**config.mk**
```make
export PLATFORM = sky130hd
export DESIGN_NAME = adder_rr_arbiter
export DESIGN_NICKNAME = d
export VERILOG_FILES = /design/src/rtl/adder_rr_arbiter.sv
export SDC_FILE = /design/constraint.sdc
export NUM_CORES = 1
export LEC_CHECK = 0
export ABC_AREA = 1
export CORE_ASPECT_RATIO = 1.25
export CORE_MARGIN = 10
export CORE_UTILIZATION = 39
export CTS_BUF_LIST = sky130_fd_sc_hd__clkbuf_2 sky130_fd_sc_hd__clkbuf_4 sky130_fd_sc_hd__clkbuf_8
export CTS_CLUSTER_DIAMETER = 60
export CTS_CLUSTER_SIZE = 16
export DETAILED_ROUTE_END_ITERATION = 8
export GPL_ROUTABILITY_DRIVEN = 1
export PLACE_DENSITY = 0.76
export SKIP_LAST_GASP = 1
export SYNTH_ARGS = -nofsm -noshare
export SYNTH_HDL_FRONTEND = slang
export SYNTH_SLANG_ARGS = --single-unit
```
**constraint.sdc**
```tcl
create_clock -name clk -period 5.65 [get_ports clk]
set_input_delay 1.4125 -clock clk [delete_from_list [all_inputs] [get_ports clk]]
set_output_delay 1.4125 -clock clk [all_outputs]
set_load 0.005 [all_outputs]
```
**src/rtl/adder_rr_arbiter.sv**
```systemverilog
// ---------------------------------------------------------------------------
// adder_rr_arbiter
//
// Shares one W-bit adder (a + b + cin) among NREQ requesters. A round-robin
// arbiter picks at most one requester per cycle. The winning operation's
// sum, carry-out and signed overflow are registered, along with the
// winner's ID, into a single-entry output stage that honours backpressure.
//
// Handshake semantics (both sides): a transfer happens on a rising clock
// edge where valid and ready are both 1. Ready may depend combinationally
// on valid. A producer may drop valid before ready is seen, which withdraws
// its request. While valid=1 and ready=0 it must hold its payload stable.
// The result side never drops res_valid or changes res_* without a
// transfer or a reset.
//
// Ports
//   clk        in   rising-edge clock
//   rst_n      in   asynchronous active-low reset
//   req_valid  in   [NREQ]     requester i has an operation pending
//   req_ready  out  [NREQ]     requester i granted and accepted this cycle
//   req_a      in   [NREQ*W]   operand A, requester i at [i*W +: W]
//   req_b      in   [NREQ*W]   operand B, same packing
//   req_cin    in   [NREQ]     carry-in per requester
//   res_valid  out             result register holds a valid result
//   res_ready  in              consumer takes the result this cycle
//   res_sum    out  [W]        registered sum
//   res_cout   out             registered carry-out
//   res_of     out             registered signed overflow
//   res_id     out  [IDW]      requester that produced the result
// ---------------------------------------------------------------------------
module adder_rr_arbiter #(
   parameter int W    = 32,
   parameter int NREQ = 4,
   parameter int IDW  = $clog2(NREQ)
) (
   input  logic              clk,
   input  logic              rst_n,
   input  logic [NREQ-1:0]   req_valid,
   output logic [NREQ-1:0]   req_ready,
   input  logic [NREQ*W-1:0] req_a,
   input  logic [NREQ*W-1:0] req_b,
   input  logic [NREQ-1:0]   req_cin,
   output logic              res_valid,
   input  logic              res_ready,
   output logic [W-1:0]      res_sum,
   output logic              res_cout,
   output logic              res_of,
   output logic [IDW-1:0]    res_id
);

   logic [IDW-1:0] rr_ptr;
   logic           load;
   logic           gnt_found;
   logic [IDW-1:0] gnt_idx;
   logic           accept;
   logic [W-1:0]   a_sel;
   logic [W-1:0]   b_sel;
   logic           cin_sel;
   logic [W:0]     sum_full;
   logic           of_calc;
   logic [IDW-1:0] ptr_next;

   // The output stage can take a new result when empty or being drained.
   assign load = ~res_valid | res_ready;

   // Round-robin scan: first valid requester starting at rr_ptr, wrapping
   // modulo NREQ. The sum is kept one bit wider so the wrap works for any
   // NREQ, not just powers of two.
   always_comb begin
      logic [IDW:0]   idx_w;
      logic [IDW-1:0] scan;
      gnt_found = 1'b0;
      gnt_idx   = '0;
      idx_w     = '0;
      scan      = '0;
      for (int k = 0; k < NREQ; k++) begin
         idx_w = {1'b0, rr_ptr} + (IDW+1)'(k);
         if (idx_w >= (IDW+1)'(NREQ)) begin
            idx_w = idx_w - (IDW+1)'(NREQ);
         end
         scan = idx_w[IDW-1:0];
         if (!gnt_found && req_valid[scan]) begin
            gnt_found = 1'b1;
            gnt_idx   = scan;
         end
      end
   end

   // One-hot ready; held low for the whole reset period so no handshake
   // can complete while rst_n is asserted.
   always_comb begin
      req_ready = '0;
      if (gnt_found && load && rst_n) begin
         req_ready[gnt_idx] = 1'b1;
      end
   end

   assign accept = |(req_valid & req_ready);

   // Operand mux for the granted requester.
   always_comb begin
      a_sel   = '0;
      b_sel   = '0;
      cin_sel = 1'b0;
      for (int i = 0; i < NREQ; i++) begin
         if (gnt_idx == IDW'(i)) begin
            a_sel   = req_a[i*W +: W];
            b_sel   = req_b[i*W +: W];
            cin_sel = req_cin[i];
         end
      end
   end

   // Shared adder at W+1 bits so the top bit is the carry-out.
   assign sum_full = {1'b0, a_sel} + {1'b0, b_sel} + {{W{1'b0}}, cin_sel};

   // Signed overflow: operands agree in sign but the sum does not.
   assign of_calc = (a_sel[W-1] == b_sel[W-1]) & (sum_full[W-1] != a_sel[W-1]);

   assign ptr_next = (gnt_idx == IDW'(NREQ-1)) ? '0 : gnt_idx + 1'b1;

   // Result stage and arbiter pointer. rr_ptr moves only on an accept, so a
   // withdrawn request leaves the rotation untouched.
   always_ff @(posedge clk or negedge rst_n) begin
      if (!rst_n) begin
         res_valid <= 1'b0;
         res_sum   <= '0;
         res_cout  <= 1'b0;
         res_of    <= 1'b0;
         res_id    <= '0;
         rr_ptr    <= '0;
      end else if (accept) begin
         res_valid <= 1'b1;
         res_sum   <= sum_full[W-1:0];
         res_cout  <= sum_full[W];
         res_of    <= of_calc;
         res_id    <= gnt_idx;
         rr_ptr    <= ptr_next;
      end else if (res_ready) begin
         // Drained with nothing new: data registers keep their last values.
         res_valid <= 1'b0;
      end
   end

endmodule

```
==> metrics.md <==
| Metric | Value |
|---|---|
| Critical path class | `input port to output pin` |
| Via count | `8,292` |
| Die Y | `157 um` |
| EDFF count, synth | `0` |
| # port buffers | `307` |
| Avg Cell Area, Syn | `5.64 sq um` |
| Total congestion overflow | `0` |
| CTS tree | `done` |
| Setup violations, final | `0` |
| Synth async-reset ratio | `100%` |
| Drt initial violations | `461` |
| Num CTS Buffers | `5` |
| Filler cells | `1,411` |
| DRC Markers | `0` |
| Commonest register cell after synthesis | `dfrtp_1` |
| Nets | `1,718` |
| Leading area contributor after synthesis | `nand2_1` |
| Routed Antenna Nets | `0` |
| RSZ-0062 raised after global routing | `true` |
| Routed WL | `30,100 um` |
| Hold Path Stages | `2` |
| Crit path max fanout | `9` |
| CTS Sinks | `39` |
| Finished Layout Cells | `1,598` |
| Crit. End Element | `output pin` |
| Syn Inst Count | `1,045` |
| Overall Global Routing Usage | `27.8%` |
| Core Region | `14,900 sq um` |
| Most common cell in the synthesized netlist | `nand2_1` |
| Largest cells by area after synthesis | `nand2_1, dfrtp_1, a21oi_1` |
| Clk root buf | `clkbuf_8` |
| Final hold violations | `0` |
| Final Max Tran Viols | `0` |
| Layout cell share with drive strength beyond 1 | `12.1%` |
| Vias/cell | `5.19` |
| Largest net degree at the start of global routing | `84` |
| Routed length on met2 | `15,200 um` |
| Yosys warns | `0` |
| Initial antenna violation count | `2` |
| Synth cell types | `35` |
| Vias in the first global route | `8,057` |
| First-pass GRT wire length | `44,500 um` |
| Max clock buf depth | `2` |
| Worst Tran Pin Value | `0.511 ns` |
| Top cells by count, synth | `nand2_1, a21oi_1, nor2_1` |
| Crit path time final | `5.39 ns` |
| Gpl congestion | `0.970` |
| Post-placement cell count | `1,585` |
| Startpoint Class | `input port` |
| Hold buffers post-CTS | `0` |
| Yosys top cell area share | `24.0%` |
| Max-cap viol count | `0` |
| Rows | `50` |
| Worst hold slack | `0.478 ns` |
| FMAX | `186 MHz` |
| R2R cell count | `28` |
| Max layer used | `met5` |
| DR pass1 iterations | `5` |
| Synth Cell Area | `5890 sq um` |
| Die outline width | `130 um` |
| Worst EP arrival | `3.97 ns` |
| M1 WL | `12,000 um` |
| Clock Latency Late Sink | `0.30 ns` |
| H-Tree Depth | `2` |
| Outcome | `finished clean` |
| Num ports | `308` |
| Min-delay worst type | `flip-flop to flip-flop` |
| #FFs+latches synth | `39` |
| Slew HR | `65.9%` |
| Clock slew at reported path FFs | `0.07 ns` |
| CP required | `4.24 ns` |
| Sequential-to-total area share from yosys stat | `16.6%` |
| Initial core utilization | `39.6%` |
| Syn Nets | `1,349` |
| Post-DP HPWL | `25,500 um` |
| Layout area overhead | `71.4%` |
| Clock Skew | `0.0108 ns` |
| Drt wl/cell | `18.9 um` |
| Post-route clock period utilization | `95.3%` |
| Routed wl met3 | `2040 um` |
| Die ar. | `20,500 sq um` |
per-layer routing:
layer / global-route usage (%) / vias up
met5: 0 / -
met4: 8.42 / 2
met3: 5.55 / 50
met2: 49.6 / 311
met1: 32.3 / 3756
li1: - / 4173
repair_timing:
item	CTS	global route
setup endpoints to repair	0	31
endpoints found under the hold margin	0	0
setup buffers	0	2
gates resized for setup	0	58
layout by cell type (no fill, tap or decap), types with 5 or more instances in the layout:
master and instances:
nand2_1 368, clkdlybuf4s50_1 304, nor2_1 106, a21oi_1 99, buf_4 99, inv_1 91, o21ai_0 61, dfrtp_1 39
a22oi_1 34, ha_1 28, nand3_1 27, a22o_1 21, xor2_1 16, nand2_2 13, a21oi_2 12, o21ai_1 10
nand4_1 9, ha_2 7, clkbuf_8 7, nor3_1 6, a221oi_1 6, nor2_2 5, o21bai_1 5
kinds of logic after synthesis:
kind of cell             count (synthesis)  synth area share, %
AO/OA/AOI/OAI                          258                 25.7
XOR/XNOR                                18                 2.68
adder cells (fa/ha/maj)                 37                 8.11
buffers and inverters                  147                 10.1
flip-flops                              39                 16.6
AND/OR/NAND/NOR                        546                 36.8
worst max-delay path: stages:
cell and delay (ns):
clkdlybuf4s50_1 0.44, inv_1 0.08, nand2_2 0.06, nand3_2 0.12, nand2_2 0.08, nor2_4 0.15
nand2_2 0.10, o21ai_1 0.16, nor2_1 0.06, nor2_1 0.12, buf_4 0.14, ha_2 0.25
inv_4 0.10, nor2_1 0.17, clkdlybuf4s50_1 0.53
through the flow:
| step | setup WS, ns | setup TNS (ns) | cell area [sq um] | utilization [%] |
|---|---|---|---|---|
| finish | 0.265 | 0 | 10100 | 67.8 |
| global route | -0.0203 | -0.0772 | 10100 | 67.8 |
| CTS | 0.0799 | 0 | 9860 | 66.2 |
| detailed placement | -0.176 | -1.45 | 9760 | 65.5 |
| global placement | -0.112 | -0.650 | 9760 | 65.5 |
| floorplan | 0.194 | 0 | 5890 | - |
registers in the layout, summed over array words and instances, names as in the netlist:
register   count
rr_ptr         2
res_id         2
res_of         1
res_valid      1
res_sum       32
res_cout       1
layout make-up:
type / count / area, sq um / share of cell area (%)
Multi-Input combinational cell: 859 / 4470 / 44.3
Timing Repair Buffer: 413 / 3950 / 39.1
Sequential cell: 39 / 976 / 9.66
Inverter: 96 / 368 / 3.64
Tap cell: 182 / 228 / 2.25
Clock buffer: 7 / 96.3 / 0.954
Clock inverter: 1 / 7.51 / 0.0743
Antenna cell: 1 / 2.50 / 0.0248
worst paths after layout:
| kind | slack, ns | end | start |
|---|---|---|---|
| hold / removal | 0.48 | res_sum[29] | res_sum[29] |
| hold reg to reg | 0.48 | res_sum[29] | res_sum[29] |
| setup reg to reg | 1.06 | res_sum[25] | rr_ptr[0] |
| min in group asynchronous | 1.18 | res_sum[8] | rst_n |
| setup / recovery | 0.26 | req_ready[3] | req_valid[3] |
| max in group asynchronous | 4.10 | res_sum[25] | rst_n |
Power is left out: the tool's default activity adds up to more than one toggle a clock period on the data nets, which glitch-free logic cannot reach.
